$ cat config.mk
export PLATFORM = sky130hd
export DESIGN_NAME = ts_capture
export DESIGN_NICKNAME = d
export VERILOG_FILES = /design/src/rtl/ts_pkg.sv /design/src/rtl/ts_fifo.sv /design/src/rtl/ts_capture.sv
export SDC_FILE = /design/constraint.sdc
export NUM_CORES = 1
export LEC_CHECK = 0
export CORE_MARGIN = 2
export CORE_UTILIZATION = 55
export CTS_CLUSTER_DIAMETER = 30
export CTS_CLUSTER_SIZE = 30
export DETAILED_ROUTE_END_ITERATION = 12
export DONT_BUFFER_PORTS = 1
export GPL_ROUTABILITY_DRIVEN = 0
export PLACE_DENSITY = 0.7
export SKIP_CTS_REPAIR_TIMING = 1
export SLEW_MARGIN = 10
export SYNTH_ARGS = -nofsm -noshare
export SYNTH_HDL_FRONTEND = slang
export SYNTH_SLANG_ARGS = --single-unit
$ cat constraint.sdc
create_clock -name clk -period 2.9 [get_ports clk]
set_input_delay 0.29 -clock clk [delete_from_list [all_inputs] [get_ports clk]]
set_output_delay 0.29 -clock clk [all_outputs]
set_load 0.02 [all_outputs]
$ cat src/rtl/ts_pkg.sv
// Shared timestamp field widths and the packed {sec, ns} record used by the RTC,
// its register interface and the capture queue.
package ts_pkg;

    localparam int unsigned NS_W  = 38;
    localparam int unsigned SEC_W = 48;
    localparam int unsigned TS_W  = SEC_W + NS_W;

    typedef struct packed {
        logic [SEC_W-1:0] sec;
        logic [NS_W-1:0]  ns;
    } ts_t;

endpackage

$ cat src/rtl/ts_fifo.sv
// Synchronous show-ahead FIFO with a separately tracked occupancy count.
// Storage is cleared on reset so the head reads zero after reset.
module ts_fifo #(
    parameter int unsigned WIDTH = 8,
    parameter int unsigned DEPTH = 4,
    localparam int unsigned PTR_W = $clog2(DEPTH),
    localparam int unsigned CNT_W = PTR_W + 1
) (
    input  logic             clk,
    input  logic             rst_n,
    input  logic             wr_en,
    input  logic [WIDTH-1:0] wr_data,
    input  logic             rd_en,
    output logic [WIDTH-1:0] rd_data,
    output logic [CNT_W-1:0] count,
    output logic             full,
    output logic             empty
);

    logic [WIDTH-1:0] mem_q [DEPTH];
    logic [PTR_W-1:0] wr_ptr_q, rd_ptr_q;
    logic [CNT_W-1:0] cnt_q, cnt_d;
    logic             do_wr, do_rd;

    assign full    = (cnt_q == CNT_W'(DEPTH));
    assign empty   = (cnt_q == '0);
    assign count   = cnt_q;
    assign rd_data = mem_q[rd_ptr_q];

    // A write into a full queue is only legal when a pop frees the slot in the same cycle.
    assign do_rd = rd_en & ~empty;
    assign do_wr = wr_en & (~full | do_rd);

    always_comb begin
        cnt_d = cnt_q;
        case ({do_wr, do_rd})
            2'b10:   cnt_d = cnt_q + CNT_W'(1);
            2'b01:   cnt_d = cnt_q - CNT_W'(1);
            default: cnt_d = cnt_q;
        endcase
    end

    always_ff @(posedge clk or negedge rst_n) begin
        if (!rst_n) begin
            wr_ptr_q <= '0;
            rd_ptr_q <= '0;
            cnt_q    <= '0;
        end else begin
            cnt_q <= cnt_d;
            if (do_wr) wr_ptr_q <= wr_ptr_q + PTR_W'(1);
            if (do_rd) rd_ptr_q <= rd_ptr_q + PTR_W'(1);
        end
    end

    always_ff @(posedge clk or negedge rst_n) begin
        if (!rst_n) begin
            for (int unsigned i = 0; i < DEPTH; i++) mem_q[i] <= '0;
        end else if (do_wr) begin
            mem_q[wr_ptr_q] <= wr_data;
        end
    end

endmodule

$ cat src/rtl/ts_capture.sv
// Event timestamp capture: synchronizes an asynchronous strobe, detects its rising
// edge and queues the RTC {sec, ns} value sampled on the detecting clock edge.
module ts_capture
    import ts_pkg::*;
#(
    parameter int unsigned FIFO_DEPTH  = 4,
    parameter int unsigned SYNC_STAGES = 2,
    localparam int unsigned CNT_W = $clog2(FIFO_DEPTH) + 1
) (
    input  logic             clk,
    input  logic             rst_n,
    input  logic [NS_W-1:0]  time_reg_ns,
    input  logic [SEC_W-1:0] time_reg_sec,
    input  logic             evt_in,
    input  logic             evt_en,
    input  logic             ts_rd,
    input  logic             ovf_clr,
    output logic             ts_valid,
    output logic [NS_W-1:0]  ts_ns,
    output logic [SEC_W-1:0] ts_sec,
    output logic [CNT_W-1:0] ts_cnt,
    output logic             ts_ovf
);

    logic [SYNC_STAGES-1:0] sync_q;
    logic                   dly_q;
    logic                   evt_rise, capture, ovf_set;
    logic                   ovf_q;
    logic                   fifo_full, fifo_empty;
    ts_t                    wr_ts, rd_ts;

    // The delay flop runs regardless of evt_en, so enabling mid-pulse never captures.
    always_ff @(posedge clk or negedge rst_n) begin
        if (!rst_n) begin
            sync_q <= '0;
            dly_q  <= 1'b0;
        end else begin
            sync_q <= {sync_q[SYNC_STAGES-2:0], evt_in};
            dly_q  <= sync_q[SYNC_STAGES-1];
        end
    end

    assign evt_rise = sync_q[SYNC_STAGES-1] & ~dly_q;
    assign capture  = evt_rise & evt_en;
    assign ovf_set  = capture & fifo_full & ~ts_rd;

    assign wr_ts.sec = time_reg_sec;
    assign wr_ts.ns  = time_reg_ns;

    ts_fifo #(
        .WIDTH (TS_W),
        .DEPTH (FIFO_DEPTH)
    ) u_fifo (
        .clk     (clk),
        .rst_n   (rst_n),
        .wr_en   (capture),
        .wr_data (wr_ts),
        .rd_en   (ts_rd),
        .rd_data (rd_ts),
        .count   (ts_cnt),
        .full    (fifo_full),
        .empty   (fifo_empty)
    );

    // Set has priority over clear so a simultaneous overflow is never lost.
    always_ff @(posedge clk or negedge rst_n) begin
        if (!rst_n) begin
            ovf_q <= 1'b0;
        end else if (ovf_set) begin
            ovf_q <= 1'b1;
        end else if (ovf_clr) begin
            ovf_q <= 1'b0;
        end
    end

    assign ts_valid = ~fifo_empty;
    assign ts_ns    = rd_ts.ns;
    assign ts_sec   = rd_ts.sec;
    assign ts_ovf   = ovf_q;

endmodule

Word level (Yosys, flattened, before mapping)
Index checks and enable logic that the tools add are counted.
Widths: inputs -> output; s select.
- add/sub/neg operators: 4
- $mul: 0
- divide/modulo/power cells: 0
- order comparisons: 3
- equality and inequality tests: 3
- shift-type cells: 0
- muxes and demuxes: 9
- bitwise gates (word level): 13
- reduce and logical (&&, ||, !) cells: 4
- operators with widths (kind ; number):
    $bwmux 344 ; 1
    $mux 86 ; 3
    $bmux 86 s2 ; 1
    $demux 86 s2 ; 1
    $and 1x1->1 ; 6
    $ge 3x3->1 const B ; 2
    $not 2->3 ; 2
    $pmux 3 s2 ; 1
    $add 2x1->2 const B ; 2
    $not 1->1 ; 4
    $reduce_bool 2->1 ; 2
    $add 3x1->3 const B ; 1
    $eq 3x3->1 const B ; 1
    $logic_not 3->1 ; 1
    $lt 3x1->1 const B ; 1
    $sub 3x1->3 const B ; 1
    $eq 2x1->1 const B ; 1
    $eq 2x2->1 const B ; 1
    $mux 1 ; 2
    $logic_and 1x1->1 ; 1
    $or 1x1->1 ; 1
- register bits: 355
- bits in latches: 0
- bits in writable memories: 0
- bits in read-only memories: 0
- input port bits: 92
- output and inout bits: 91
- word-level logic and storage cells: 46
- memories kept: 0

Longest topological paths before layout
Gate-level depths: netlist of the first run.
- depth after elaboration: 7
- mapped depth: 9
- depth with buffers taken out: 9

Hierarchy
A second synthesis of the first run with hierarchy kept.
- cells, all modules: 881
- area, all modules: 15398.5 um2
- by module, submodules not included (module ; instances ; cells each ; area each (um2)):
    ts_fifo ; 1 ; 871 ; 15260.9
    ts_capture ; 1 ; 10 ; 137.6

Worst setup path after synthesis of the first run
Ideal clock, no wire load.
- path type: register -> register
- start: reg u_fifo.cnt_q[1], in the netlist u_fifo.count[1]
- end: reg u_fifo.cnt_q[2], in the netlist u_fifo.count[2]
- library setup time: 0.080 ns
- arrival: 2.135 ns
- data required time: 2.820 ns
- slack: 0.685 ns
- stages on the path, launching flop included: 10
- path buffers: 0
- cell sequence: dfrtp_1 > nor4b_4 > nor2_1 > inv_1 > ha_1 > inv_1 > fa_1 > xor2_1 > nor2_1 > xor2_1
- cells in the longest elaborated chain, start to end: 7
- elaborated cells between the ends (all ways): 13
- those cells by class: add/sub: 2; eq/ne: 3; mux: 1; bitwise: 5; reduce/logical: 2
- RTL lines (item ; RTL line ; text):
    from (decl) ; ts_fifo.sv:22 ; logic [CNT_W-1:0] cnt_q, cnt_d;
    from (signal assigned) ; ts_fifo.sv:49 ; cnt_q <= cnt_d;
    $logic_not 3->1 ; ts_fifo.sv:26 ; assign empty = (cnt_q == '0);
    $not 1->1 ; ts_fifo.sv:31 ; assign do_rd = rd_en & ~empty;
    $and 1x1->1 ; ts_fifo.sv:31 ;
    $or 1x1->1 ; ts_fifo.sv:32 ; assign do_wr = wr_en & (~full | do_rd);
    $and 1x1->1 ; ts_fifo.sv:32 ;
    $eq 2x1->1 / $eq 2x2->1 (equally long branches) ; ts_fifo.sv:36 ; case ({do_wr, do_rd})
    $pmux 3 s2 / $reduce_bool 2->1 (equally long branches) ; n/a ;
Several ways; a longest one is shown, not always the timed one.
A chain may end at the register's enable or synchronous reset.

Worst setup path in the final report of the first run
- start: reg u_fifo.rd_ptr_q[0]
- end: out ts_ns[9]
- cells in the longest elaborated chain, start to end: 4
- RTL lines (item ; RTL line ; text):
    from (decl) ; ts_fifo.sv:21 ; logic [PTR_W-1:0] wr_ptr_q, rd_ptr_q;
    from (signal assigned) ; ts_fifo.sv:51 ; if (do_rd) rd_ptr_q <= rd_ptr_q + PTR_W'(1);
    $not 2->3 (implied by the code) ; ts_fifo.sv:28 ; assign rd_data = mem_q[rd_ptr_q];
    $bmux 86 s2 ; ts_fifo.sv:28 ;
    $mux 86 (implied by the code) (2 in series) ; ts_fifo.sv:28 ;
    to (decl) ; ts_capture.sv:19 ; output logic [NS_W-1:0] ts_ns,
Every way passes these cells. The select of a mux whose other input is x is not followed.

==> results.yml, run 1 <==
worst_setup_path:
  critPathArrivalTime_ns: 2.25
  r2r-end: "u_fifo.mem_q[9]"
  slowest_delay_ns: 0.72
  crit_family: "flip-flops"
  critPathLaunchType: "register"
  critPathMaxFanout: 21
  cp_data_required_time_ns: 2.61
  cp.depth: 2
  path_buf_inv: 1
  rr_worst_depth: 5
  cp-end-kind: "output port"
  cp_cell_sequence: "buf_4 -> mux4_2"
  crit_type: "reg2out"
  r2r-start: "u_fifo.count[2]"
  critPathCapture: "ts_ns[9]"
  critPathSlowestCell: "dfrtp_4"
  cp-startpoint: "u_fifo.rd_ptr_q[0]"
  r2r_slack_ns: 0.65
detailed_routing:
  drtAntennaViolNets: 0
  wl_met3_um: 2160
  met1_length_um: 12700
  drt_pass1_iterations: 4
  drc_errors: 0
  wirelength_um: 32800
  topRoutingLayerUsed: "met4"
  routed-wl-met2_um: 17100
  vias: 8202
  dr.first_iter.drc_count: 389
  vias_per_cell: 5.76
  drt-wirelength-per-cell_um: 23.0
clocking:
  clk_latency_ns: 0.55
  clock_path_buffers: 3
  cts_root_buf: "clkbuf_16"
  cts_sinks: 355
  clk_pin_slew_ns: 0.05
  cts_tree: "yes"
  numCtsBuffers: 69
  htreeDepth: 3
timing:
  fmax_mhz: 394
  finalMaxSlewViolations: 0
  fin_skew_ns: 0.0289
  slew_headroom_pct: 19.6
  setup_tns_ns: 0
  period_share_pct: 87.5
  setup_viol: 0
  finalWorstSetupSlack_ns: 0.364
  worst_slew_pin_slew_ns: 1.21
  min_period_ns: 2.54
  fin_hold_ws_ns: -0.547
  rsz0062_at_grt: "no"
  hold_viol: 355
global_route:
  antenna_found_initial: 0
  grt_usage_pct: 22.8
  grt_pass1_vias: 9146
  gr-total-overflow: 0
  grt_pass1_wl_um: 50900
  grt_max_degree: 356
synthesis:
  yosysWarnings: 0
  synthCells: 875
  syn_avg_cell_area_um2: 17.6
  syn_area_um2: 15400
  yosysSeqAreaShare_pct: 57.7
  synth_seq_cells: 355
  synth_cell_types: 21
  synth.net_count: 973
power_and_ir_drop:
  power.total_mw: 24.5
  ir_drop_uv: 643
  cellPowerDensity_nw_per_um2: 1290
  leakagePower_nw: 8.04
placed_design:
  post-place-ws_ns: 0.695
  port-buffer-count: 0
  dp_hpwl_um: 19200
run_status:
  violations: "hold timing"
  status: "finished with violations"
floorplanning:
  core_um2: 27600
  die_h_um: 171
  dieWidth_um: 171
  start_util_pct: 55.7
  boundaryPins: 183
  rows: 61
  die-area_um2: 29300
cells_and_area:
  nFillCells: 1770
  drive_above_1_share_pct: 54.1
  diodes: 0
  nets: 1092
  areaGrowthSynthToFinish_pct: 23.0
hold_path:
  hold_path_class: "in2async"
flow_run:
  drv_cap: 0
[cell usage after synthesis]
cell      number  area, um2
o22ai_1        1       6.26
nor3b_2        4       50.1
fa_1           1       20.0
o31a_1         1       8.76
clkbuf_1       8       30.0
nor4b_4        1       23.8
inv_1          8       30.0
dfrtp_1      355       8880
buf_6         20        225
buf_2         26        130
nand3b_1       1       7.51
nor2_1         2       7.51
xnor2_1        3       26.3
nand2_1        1       3.75
buf_1          2       7.51
or3_1          1       6.26
ha_1           5       62.6
mux4_2        86       1940
xor2_1         3       26.3
mux2_2       345       3880
mux2i_1        1       10.0
[area by class of cell]
type                            count  area [um2]  area share (%)
Clock buffer                       91        1940            10.3
Clock inverter                     32         377            1.99
Inverter                            8        30.0           0.159
Multi-Input combinational cell    456        6110            32.3
Sequential cell                   355        8890            47.0
Tap cell                          378         473            2.50
Timing Repair Buffer              104        1100            5.82
[registers in the layout, summed over array words and instances, names as in the netlist]
| signal | cells |
|---|---|
| ts_ovf | 1 |
| u_fifo.wr_ptr_q | 2 |
| dly_q | 1 |
| u_fifo.rd_ptr_q | 2 |
| u_fifo.mem_q | 344 |
| sync_q | 2 |
| u_fifo.count | 3 |
[metal layers]
metal | global-route usage, % | vias to the layer above
met4 | 8.40 | 0
li1 | - | 3537
met5 | 0 | -
met1 | 26.2 | 4388
met3 | 8.01 | 67
met2 | 39.4 | 210
[layout by cell type (no fill, tap or decap)]
master and n:
buf_12 8, nor3b_4 4, clkbuf_8 9, clkinv_2 10, nor4b_4 1, dfrtp_1 353
ha_1 5, fa_1 1, dlygate4sd3_1 88, xor2_1 3, mux4_2 86, clkbuf_1 11
nand2_1 1, o31a_1 1, clkinv_8 2, or3_1 1, bufinv_16 6, nor2_1 2
mux2_2 345, nand3b_1 1, o22ai_1 1, mux2i_1 1, clkinv_4 5, buf_4 8
inv_1 8, dfrtp_4 2, inv_6 2, clkinvlp_4 7, clkbuf_16 71, xnor2_1 3
[kinds of logic (layout without fill, tap and decap cells)]
logic type | count (synthesis) | count (layout) | synth area share (%)
xor gates and xnor gates | 6 | 6 | 0.342
buffers and inverters | 64 | 235 | 2.75
DFF | 355 | 355 | 57.7
adders and majority gates | 6 | 6 | 0.537
muxes | 432 | 432 | 37.9
AOI/OAI and AO/OA | 2 | 2 | 0.0976
and+or+nand+nor | 10 | 10 | 0.642
[how the worst min path moves through the flow]
stage / start / endpoint / slack [ns] / cells after the start
2_1_floorplan: rst_n / dly_q / -0.006 / 0
5_1_grt: rst_n / u_fifo.mem_q[221] / -0.57 / 0
3_5_place_dp: rst_n / u_fifo.mem_q[221] / 0.004 / 0
6_report: rst_n / u_fifo.mem_q[221] / -0.55 / 0
4_1_cts: rst_n / u_fifo.mem_q[221] / -0.58 / 0
3_3_place_gp: rst_n / u_fifo.mem_q[305] / 0.004 / 0
[metrics by stage]
stage | std cells | hold WS, ns | area (um2) | util, %
6_report | 1424 | -0.547 | 18900 | 68.5
3_3_place_gp | 1213 | 0.00372 | 15700 | 56.9
3_5_place_dp | 1213 | 0.00408 | 15700 | 56.9
2_1_floorplan | 875 | -0.00559 | 15400 | -
5_1_grt | 1424 | -0.572 | 18900 | 68.5
4_1_cts | 1336 | -0.576 | 18000 | 65.3
[worst register-to-register path: cells and delay by family, from the launching register on]
family | cells | cell delay, ns
buffers and inverters | 2 | 0.69
DFF | 1 | 0.50
muxes | 1 | 0.43
and+or+nand+nor | 2 | 0.49
[where the power goes]
group	leakage [nW]	internal (mW)	total [mW]	switching (mW)
clock network	1.12	5.24	7.78	2.54
logic	2.56	4.03	7.84	3.81
registers	4.36	7.39	8.84	1.45
total	8.04	16.7	24.5	7.79
No activity file was read; power rests on OpenSTA's default activity.
==> run 2, diff against run 1 <==
==> constraint.sdc (replaced) <==
create_clock -name clk -period 2.9 [get_ports clk]
set_input_delay 0.29 -clock clk [delete_from_list [all_inputs] [get_ports clk]]
set_output_delay 0.29 -clock clk [all_outputs]
set_load 0.005 [all_outputs]
==> run 2 against run 1 <==
Against the previous run: the run still ends with hold timing left; combinational power fell by 18%; power fell by 5.6%; clock power rose by 1%; routed wire length fell by 2.3%; non-clock buffer count fell by 2; maximum frequency rose by 3.3%; cell area rose by 0.42%; sequential cell count did not move; critical path type unchanged; critical endpoint is now ts_sec[23].
==> results.yml, run 2 (same netlist as run 1, synthesis figures left out) <==
floorplanning:
  rows: 61
  start_util_pct: 55.7
  core_um2: 27600
  boundaryPins: 183
  die_h_um: 171
  die-area_um2: 29300
  dieWidth_um: 171
power_and_ir_drop:
  ir_drop_uv: 657
  leakagePower_nw: 8.06
  power.total_mw: 23.1
  cellPowerDensity_nw_per_um2: 1220
timing:
  rsz0062_at_grt: "no"
  setup_tns_ns: 0
  period_share_pct: 84.7
  min_period_ns: 2.46
  slew_headroom_pct: 41.2
  finalMaxSlewViolations: 0
  worst_slew_pin_slew_ns: 0.881
  fmax_mhz: 407
  finalWorstSetupSlack_ns: 0.445
  fin_skew_ns: 0.0212
  hold_viol: 355
  fin_hold_ws_ns: -0.569
  setup_viol: 0
cells_and_area:
  final_common_cell: "dfrtp_1"
  largest_reg_flops: 344
  drive_above_1_share_pct: 54.0
  areaGrowthSynthToFinish_pct: 23.5
  nets: 1093
  top_register: "u_fifo.mem_q"
  final_util_pct: 68.8
  fin_cells: 1430
  nFillCells: 1792
  final_cell_mix: "dfrtp_1 (353), mux2_2 (345), dlygate4sd3_1 (88), mux4_2 (86), clkbuf_16 (72)"
detailed_routing:
  drc_errors: 0
  wl_met3_um: 2060
  met1_length_um: 12600
  vias: 8209
  topRoutingLayerUsed: "met5"
  vias_per_cell: 5.74
  dr.first_iter.drc_count: 399
  routed-wl-met2_um: 16600
  drt-wirelength-per-cell_um: 22.4
  drtAntennaViolNets: 0
  wirelength_um: 32100
  drt_pass1_iterations: 4
placed_design:
  port-buffer-count: 0
  post-place-ws_ns: 0.741
  dp_cells: 1211
  dp_hpwl_um: 18700
worst_setup_path:
  r2r-end: "u_fifo.count[2]"
  cp.depth: 2
  cp-end-kind: "output port"
  critPathMaxFanout: 33
  rr_worst_depth: 9
  critPathArrivalTime_ns: 2.17
  path_buf_inv: 1
  crit_family: "multiplexers"
  cp-startpoint: "u_fifo.rd_ptr_q[0]"
  critPathCapture: "ts_sec[23]"
  r2r-start: "sync_q[1]"
  crit_type: "reg2out"
  slowest_delay_ns: 0.65
  cp_data_required_time_ns: 2.61
  critPathSlowestCell: "mux4_2"
  critPathLaunchType: "register"
  r2r_slack_ns: 0.70
  cp_cell_sequence: "buf_4 -> mux4_2"
global_route:
  grt_pass1_vias: 9260
  antenna_found_initial: 3
  gr-total-overflow: 0
  grt_max_degree: 356
  grt_usage_pct: 22.7
  grt_pass1_wl_um: 51200
clocking:
  htreeDepth: 3
  cts_tree: "yes"
  cts_sinks: 355
  clk_pin_slew_ns: 0.05
  clk_latency_ns: 0.56
  numCtsBuffers: 72
  clock_path_buffers: 3
  cts_root_buf: "clkbuf_16"
flow_run:
  drv_cap: 0
hold_path:
  hold_path_class: "in2async"
run_status:
  violations: "hold timing"
  status: "finished with violations"
## run 2: how the worst min path moves through the flow
stage / to / depth (start not counted) / slack, ns / start
2_1_floorplan: dly_q / 0 / -0.006 / rst_n
3_3_place_gp: u_fifo.mem_q[305] / 0 / 0.005 / rst_n
3_5_place_dp: u_fifo.mem_q[135] / 0 / 0.008 / rst_n
4_1_cts: u_fifo.mem_q[95] / 0 / -0.59 / rst_n
5_1_grt: u_fifo.mem_q[135] / 0 / -0.59 / rst_n
6_report: u_fifo.mem_q[310] / 0 / -0.57 / rst_n
## run 2: area by class of cell
cell class                      instances  area (um2)  share of cell area (%)
Inverter                                8        30.0                   0.158
Sequential cell                       355        8890                    46.8
Tap cell                              378         473                    2.49
Antenna cell                            2        5.00                  0.0263
Timing Repair Buffer                  102        1100                    5.78
Clock inverter                         30         363                    1.91
Clock buffer                           99        2030                    10.7
Multi-Input combinational cell        456        6110                    32.1
## run 2: routing by layer
layer  vias up  GRT usage, %
met5         -             0
met4         2          8.22
met3        63          7.71
met2       214          38.7
met1      4396          26.9
li1       3534             -
## run 2: report_power, final
part	internal, mW	switching [mW]	total [mW]	leakage (nW)
clock	5.21	2.67	7.88	1.15
combinational	3.97	2.48	6.45	2.55
sequential	7.39	1.36	8.76	4.36
## run 2: per-stage QoR
stage	hold WS [ns]	area, um2
2_1_floorplan	-0.00559	15400
3_3_place_gp	0.00506	15700
3_5_place_dp	0.00809	15700
4_1_cts	-0.585	18100
5_1_grt	-0.589	19000
6_report	-0.569	19000
